$ cat src/rtl/conv_pkg.sv
// conv_pkg
// Shared definitions for the result buffer writer.
//   state_t               capture FSM states (IDLE, WRITE, DONE)
//   DEFAULT_DATA_WIDTH    default width of one stored sample
//   DEFAULT_ADDRESS_WIDTH default buffer address width (depth = 2**width)
package conv_pkg;

    typedef enum logic [1:0] {
        IDLE  = 2'd0,
        WRITE = 2'd1,
        DONE  = 2'd2
    } state_t;

    localparam int DEFAULT_DATA_WIDTH    = 16;
    localparam int DEFAULT_ADDRESS_WIDTH = 5;

endpackage : conv_pkg

$ cat src/rtl/sync_ram.sv
// sync_ram
// Single-clock buffer with one write port and one registered read port.
// The array itself has no reset, so its contents survive rst_n; only the
// read register is cleared.
//   clk        clock, rising edge
//   rst_n      asynchronous active-low reset (read register only)
//   wr_en_i    write strobe
//   wr_addr_i  write address
//   wr_data_i  write data
//   rd_addr_i  read address
//   rd_data_o  mem[rd_addr_i] from the previous cycle
module sync_ram
    import conv_pkg::*;
#(
    parameter int DATA_WIDTH    = DEFAULT_DATA_WIDTH,
    parameter int ADDRESS_WIDTH = DEFAULT_ADDRESS_WIDTH
) (
    input  logic                     clk,
    input  logic                     rst_n,
    input  logic                     wr_en_i,
    input  logic [ADDRESS_WIDTH-1:0] wr_addr_i,
    input  logic [DATA_WIDTH-1:0]    wr_data_i,
    input  logic [ADDRESS_WIDTH-1:0] rd_addr_i,
    output logic [DATA_WIDTH-1:0]    rd_data_o
);

    localparam int DEPTH = 1 << ADDRESS_WIDTH;

    logic [DATA_WIDTH-1:0] mem_q [DEPTH];
    logic [DATA_WIDTH-1:0] rd_data_q;

    always_ff @(posedge clk) begin
        if (wr_en_i) begin
            mem_q[wr_addr_i] <= wr_data_i;
        end
    end

    // Non-blocking update of the array means a read of the address being
    // written this cycle still returns the old word.
    always_ff @(posedge clk or negedge rst_n) begin
        if (!rst_n) begin
            rd_data_q <= '0;
        end else begin
            rd_data_q <= mem_q[rd_addr_i];
        end
    end

    assign rd_data_o = rd_data_q;

endmodule : sync_ram

$ cat src/rtl/result_buffer_writer.sv
// result_buffer_writer
// Captures a run of up to 2**ADDRESS_WIDTH samples from a valid/ready
// stream into a buffer, starting at address 0, and offers registered
// random-access readback at any time.
//   clk      clock, rising edge
//   rst_n    asynchronous active-low reset
//   start    one-cycle pulse: latch len and (re)start a capture run
//   len      samples to capture, clamped to the buffer depth
//   s_valid  producer has a sample on s_data
//   s_data   sample value
//   s_ready  a sample is accepted this cycle
//   rd_addr  readback address
//   rd_data  readback data, one cycle after rd_addr
//   busy     capture run in progress
//   done     capture run finished, waiting for the next start
//   count    samples written in the current or last run
module result_buffer_writer
    import conv_pkg::*;
#(
    parameter int DATA_WIDTH    = DEFAULT_DATA_WIDTH,
    parameter int ADDRESS_WIDTH = DEFAULT_ADDRESS_WIDTH
) (
    input  logic                     clk,
    input  logic                     rst_n,
    input  logic                     start,
    input  logic [ADDRESS_WIDTH:0]   len,
    input  logic                     s_valid,
    input  logic [DATA_WIDTH-1:0]    s_data,
    output logic                     s_ready,
    input  logic [ADDRESS_WIDTH-1:0] rd_addr,
    output logic [DATA_WIDTH-1:0]    rd_data,
    output logic                     busy,
    output logic                     done,
    output logic [ADDRESS_WIDTH:0]   count
);

    localparam logic [ADDRESS_WIDTH:0] DEPTH = {1'b1, {ADDRESS_WIDTH{1'b0}}};
    localparam logic [ADDRESS_WIDTH:0] ONE   = {{ADDRESS_WIDTH{1'b0}}, 1'b1};

    state_t                 state_q;
    logic [ADDRESS_WIDTH:0] count_q;
    logic [ADDRESS_WIDTH:0] len_q;

    logic [ADDRESS_WIDTH:0] len_clamped_d;
    logic [ADDRESS_WIDTH:0] count_inc_d;
    logic                   wr_en;

    assign len_clamped_d = (len > DEPTH) ? DEPTH : len;
    assign count_inc_d   = count_q + ONE;

    // start takes priority over any sample offered in the same cycle.
    assign s_ready = (state_q == WRITE) && !start;
    assign wr_en   = s_valid && s_ready;

    always_ff @(posedge clk or negedge rst_n) begin
        if (!rst_n) begin
            state_q <= IDLE;
            count_q <= '0;
            len_q   <= '0;
        end else if (start) begin
            // Restart from address 0 in any state; words from an aborted
            // run stay in the buffer.
            len_q   <= len_clamped_d;
            count_q <= '0;
            state_q <= (len_clamped_d == '0) ? DONE : WRITE;
        end else begin
            case (state_q)
                IDLE: ;
                WRITE: begin
                    // Leaving WRITE on the last sample keeps count at len_q
                    // and the write address inside the buffer.
                    if (s_valid) begin
                        count_q <= count_inc_d;
                        if (count_inc_d == len_q) begin
                            state_q <= DONE;
                        end
                    end
                end
                DONE: ;
                default: state_q <= IDLE;
            endcase
        end
    end

    assign busy  = (state_q == WRITE);
    assign done  = (state_q == DONE);
    assign count = count_q;

    sync_ram #(
        .DATA_WIDTH    (DATA_WIDTH),
        .ADDRESS_WIDTH (ADDRESS_WIDTH)
    ) u_ram (
        .clk       (clk),
        .rst_n     (rst_n),
        .wr_en_i   (wr_en),
        .wr_addr_i (count_q[ADDRESS_WIDTH-1:0]),
        .wr_data_i (s_data),
        .rd_addr_i (rd_addr),
        .rd_data_o (rd_data)
    );

endmodule : result_buffer_writer

$ cat config.mk
export PLATFORM = sky130hd
export DESIGN_NAME = result_buffer_writer
export DESIGN_NICKNAME = d
export VERILOG_FILES = /design/src/rtl/conv_pkg.sv /design/src/rtl/sync_ram.sv /design/src/rtl/result_buffer_writer.sv
export SDC_FILE = /design/constraint.sdc
export NUM_CORES = 1
export LEC_CHECK = 0
export CORE_UTILIZATION = 25
export CTS_CLUSTER_DIAMETER = 50
export DETAILED_ROUTE_END_ITERATION = 8
export RECOVER_POWER = 25
export SETUP_SLACK_MARGIN = 0.5
export SYNTH_ARGS = -nofsm -noshare
export SYNTH_HDL_FRONTEND = slang
export SYNTH_SLANG_ARGS = --single-unit
$ cat constraint.sdc
create_clock -name clk -period 2.9 [get_ports clk]
set_clock_uncertainty 0.05 [all_clocks]
set_input_delay 0.87 -clock clk [delete_from_list [all_inputs] [get_ports clk]]
set_output_delay 0.87 -clock clk [all_outputs]
set_load 0.01 [all_outputs]
==> out/metrics.yaml, run 1 <==
status: "completed"
drtIter0Drc: 943
power-per-cell-area_nw_per_um2: 649
crit_slowest_cell: "dfrtp_1"
num_rows: 105
ys_seq_area_share_pct: 77.8
track_usage_pct: 11.4
cp_top_family: "flip-flops"
final_cells: 2135
worstSetupStartpointType: "flip-flop"
period_minus_slack_ps: 2330
cts_tree: "yes"
wl_um: 47600
final_max_slew_viol_count: 0
drive_gt1_share_pct: 36.2
grt_pass1_vias: 10040
insertion_delay_ps: 620
finalSetupViolations: 0
ys.flop_type: "edfxtp_1"
multi_input_area_um2: 4470
layout_commonest_cell: "edfxtp_1"
ant_nets: 0
ys_types: 34
synth_nets: 909
fp.dieH_um: 290
clk_pin_slew_ps: 60
viasPerCell: 4.45
leakagePower_nw: 7.92
nets: 1058
clock_sinks: 542
root_buffer: "clkbuf_16"
synth_area_um2: 20700
grt-ovfl-total: 0
crit_path_end_kind: "output port"
area_growth_pct: 22.7
synth.avg_cell_area_um2: 23.7
io_pins: 56
yosys_warnings: 0
drt_pass1_iterations: 5
holdBufCountCts: 0
ff2ff_setup_slack_ps: 870
max_freq_ghz: 0.430
synth_cells: 874
arrival_ps: 1410
slew_headroom_pct: 5.79
worstSetupPathType: "reg -> out"
clock_path_buffers: 3
vias: 9502
cap_viol_max_count: 0
cp_max_fo: 1
hold_class: "in -> async"
grt_max_degree: 41
ir_worst_vdd_mv: 0.401
die_x_um: 290
numCtsBuffers: 52
crit_chain: "dlygate4sd2_1"
cpPeakStageDelay_ps: 460
antenna_found_initial: 5
synthXorXnorAreaFrac_pct: 0.423
hold_viol_final: 0
diodes: 0
grt_pass1_wl_um: 69800
worstPathRequired_ps: 1980
muxShareOfSynthArea_pct: 18.3
crit_buf_inv: 1
rsz0062_at_grt: "false"
coreArea_um2: 82100
dp_cells: 2035
fillCellCount: 7720
power.total_w: 0.0165
synth_compound_area_share_pct: 0.525
final_cell_mix: "512 x edfxtp_1, 160 x mux4_2, 52 x clkbuf_16"
tightest_slew_ps: 1410
regArea_um2: 16100
synth_top_family_by_area: "multiplexers"
synth-edff-count: 512
io_buffers: 55
fp.dieArea_um2: 84000
hpwlAfterDp_um: 27400
synthArstFlopShare_pct: 5.54
yosys.area.top_type_share_pct: 74.2
avgRoutedWirePerCell_um: 22.3
floorplan.initialDensity_pct: 25.2
synthSimpleGateAreaFrac_pct: 1.64
synth_fa_ha_area_share_pct: 0.242
yosysTopAreaCell: "edfxtp_1"
gp_congestion: 0.762
ys_ff_latch: 542
drc: 0
post-route-period-util_pct: 80.2
htreeDepth: 2
synthTopCellsByArea: "edfxtp_1 74%, mux4_2 17%, dfrtp_1 3.6%"
==> Yosys cell counts, types with 2 or more instances <==
master,count
a21oi_1,3
xnor2_1,7
nand2b_1,2
nand3_1,6
ha_1,4
o22ai_1,5
mux4_2,160
nand3b_1,2
or3b_2,3
xor2_1,3
buf_1,5
nand2_1,14
inv_1,8
dfrtp_1,30
o31ai_1,2
o21ai_0,2
edfxtp_1,512
buf_2,13
mux2_2,17
nor2_1,38
or3_1,3
clkbuf_1,23
==> where the power goes <==
group / internal, W / leakage (nW) / total, W / switching, W
Clock: 0.00404 / 0.871 / 0.00701 / 0.00296
Sequential: 0.00862 / 4.96 / 0.00867 / 0.0000519
Combinational: 0.000396 / 2.09 / 0.000825 / 0.000429
Total: 0.0131 / 7.92 / 0.0165 / 0.00344
==> sequential cells by signal, indices dropped and copies added, names as in the netlist <==
register / count
u_ram.mem_q: 512
len_q: 6
state_q: 2
u_ram.rd_data_o: 16
count: 6
==> kinds of logic after synthesis <==
kind of cell	count (synthesis)
XOR/XNOR	10
AND/OR/NAND/NOR	74
adder cells (fa/ha/maj)	4
flip-flops	542
buffers and inverters	50
AO/OA/AOI/OAI	17
multiplexers	177
==> metal layers <==
metal	share of wire, %	vias up	GRT usage (%)
met5	0.057	-	0
met4	1.8	4	2.80
met3	6.6	63	2.52
met2	46	317	17.4
met1	45	5109	16.4
li1	-	4009	-
==> what timing repair did <==
action,in CTS,in global routing
buffers inserted,4,0
endpoints found under the setup margin,25,12
pin swaps,0,1
gates resized for setup,40,6
==> cell type report <==
cell class | count | area share, %
Clock inverter | 35 | 1.57
Inverter | 8 | 0.118
Sequential cell | 542 | 63.5
Multi-Input combinational cell | 282 | 17.6
Tap cell | 1070 | 5.26
Clock buffer | 61 | 5.41
Timing Repair Buffer | 137 | 6.60
==> final timing paths <==
| kind | startpoint | end | depth (start not counted) |
|---|---|---|---|
| setup reg to reg | count[0] | state_q[1] | 6 |
| min in group clk | len_q[5] | len_q[5] | 1 |
| hold / removal | rst_n | len_q[1] | 1 |
| hold reg to reg | len_q[5] | len_q[5] | 1 |
| setup / recovery | u_ram.rd_data_o[14] | rd_data[14] | 1 |
| max in group asynchronous | rst_n | u_ram.rd_data_o[12] | 1 |
==> stage by stage <==
step	cell area, um^2	setup slack (ps)	hold WS (ps)	utilization, %	TNS, ps
floorplan	21000	307	452	-	0
global placement	23700	-69.5	465	28.8	-18360
detailed placement	23700	-43.2	472	28.8	-2140
CTS	25500	292	396	31.0	0
global route	25400	507	427	31.0	0
finish	25400	574	388	31.0	0
Power figures use the tool's default switching activity.
==> run 2, diff against run 1 <==
clock period = 2.05 ns   (was 2.9 ns; I/O delays follow)
==> out/metrics.yaml, run 2 (same netlist as run 1, synthesis figures left out) <==
p_int_w: 0.0185
floorplan.initialDensity_pct: 25.2
largest_register_ffs: 512
period_minus_slack_ps: 1980
top_layer: "met5"
io_pins: 56
holdBufCountCts: 0
drt_pass1_iterations: 7
diodes: 0
final_max_slew_viol_count: 0
drc: 0
root_buffer: "clkbuf_16"
track_usage_pct: 11.8
ir_worst_vdd_mv: 0.528
max_freq_ghz: 0.505
dp_cells: 2060
clock_path_buffers: 3
post-route-period-util_pct: 96.5
numCtsBuffers: 52
grt-ovfl-total: 0
grt_pass1_vias: 10422
power_frac_comb_pct: 5.9
r2r-start: "state_q[1]"
power.total_w: 0.0234
viasPerCell: 4.51
p_switching_w: 0.00488
worstPathRequired_ps: 2490
grt_pass1_wl_um: 72800
antenna_found_initial: 1
rsz0062_at_grt: "true"
seq_power_share_pct: 52.3
hold_class: "in -> async"
coreArea_um2: 82100
num_rows: 105
r2r-end: "u_ram.mem_q[10][9]"
tightest_slew_ps: 1270
clock_sinks: 542
io_buffers: 55
insertion_delay_ps: 590
final_cells: 2184
power-per-cell-area_nw_per_um2: 889
p_sw_share_pct: 20.8
fillCellCount: 7693
worstRegToRegCells: 7
layout_commonest_cell: "edfxtp_1"
power.share.clock_pct: 41.7
wl_met3_um: 3720
cp_max_fo: 5
die_x_um: 290
htreeDepth: 2
worstSetupPathType: "in -> reg"
nets: 1106
clk_pin_slew_ps: 60
arrival_ps: 2420
ff2ff_setup_slack_ps: 100
ant_nets: 0
fp.dieArea_um2: 84000
leakagePower_nw: 8.27
worst_slack_ps: 71.7
regMostFlops: "u_ram.mem_q"
hold_viol_final: 0
vias: 9847
avgRoutedWirePerCell_um: 22.7
crit_path_end_kind: "flip-flop"
fp.dieH_um: 290
status: "completed"
hpwlAfterDp_um: 28600
slew_headroom_pct: 15.2
cts_tree: "yes"
worstSetupStartpointType: "primary input"
dr_wl_met2_um: 23000
final_cell_mix: "512 x edfxtp_1, 160 x mux4_2, 53 x clkbuf_16"
cap_viol_max_count: 0
area_growth_pct: 27.2
wl_um: 49500
drive_gt1_share_pct: 42.3
drtIter0Drc: 902
gp_congestion: 0.747
finalSetupViolations: 0
pre_cts_slack_ps: -640
wl_met1_um: 22100
grt_max_degree: 44
==> run 2: changes by cell type in the layout (fill, tap and decap cells not counted), moves of 7 or more <==
cell / change
buf_16: +7
buf_4: +30
buf_6: +24
clkbuf_2: +7
dlygate4sd2_1: -21
nor2_2: -32
nor2_4: +33
==> run 2: critical path, cell delays in order <==
cell and delay [ps]:
clkbuf_16 140, buf_6 150, bufbuf_16 280, mux4_2 500, mux4_2 460, mux2_4 270
==> run 2: how the worst max path moves through the flow <==
stage	start	to	slack [ps]	cells after the start
final	rd_addr[0]	u_ram.rd_data_o[15]	70	6
after global placement	rd_addr[0]	u_ram.rd_data_o[4]	-620	6
after floorplan	rd_addr[0]	u_ram.rd_data_o[0]	-230	5
after global routing	state_q[1]	s_ready	10	3
after detailed placement	rd_addr[0]	u_ram.rd_data_o[12]	-640	6
after CTS	state_q[1]	s_ready	30	3
==> run 2: power by group through the flow <==
| stage | sequential (W) | clock [W] | combinational, W |
|---|---|---|---|
| floorplan | 0.0125 | 0 | 0.000685 |
| global placement | 0.0125 | 0 | 0.00128 |
| detailed placement | 0.0125 | 0 | 0.00130 |
| CTS | 0.0123 | 0.00999 | 0.00142 |
| global route | 0.0123 | 0.0104 | 0.00149 |
| finish | 0.0123 | 0.00978 | 0.00139 |
==> run 2: cell type report <==
cell class              count  area [um^2]  share of cell area, %
clock buffers              73         1420                   5.39
clock inverters            24          329                   1.25
inverters                   8         33.8                  0.128
multi-input cells         282         4770                   18.1
flip-flops and latches    542        16100                   61.2
well taps                1070         1340                   5.08
repair buffers            185         2320                   8.81
==> run 2: stage by stage <==
step	hold slack, ps	cell area, um^2	util [%]	TNS (ps)
2_1_floorplan	269	21300	-	-3630
3_5_place_dp	468	24100	29.4	-227430
6_report	266	26400	32.1	0
3_3_place_gp	466	24100	29.4	-218580
5_1_grt	318	26400	32.1	0
4_1_cts	33.2	26300	32.1	0
==> run 2: what timing repair did <==
| action | 4_1_cts | 5_1_grt |
|---|---|---|
| endpoints found under the hold margin | 0 | 0 |
| gates resized for setup | 161 | 4 |
| cloned | 7 | 0 |
| setup endpoints to repair | 558 | 557 |
| pin swaps | 1 | 5 |
| setup buffers | 16 | 4 |
==> run 2: per-layer routing <==
metal	vias to the layer above	track usage, %
met1	5312	17.1
met3	61	2.47
met4	2	2.70
li1	4119	-
met5	-	0
met2	353	18.3
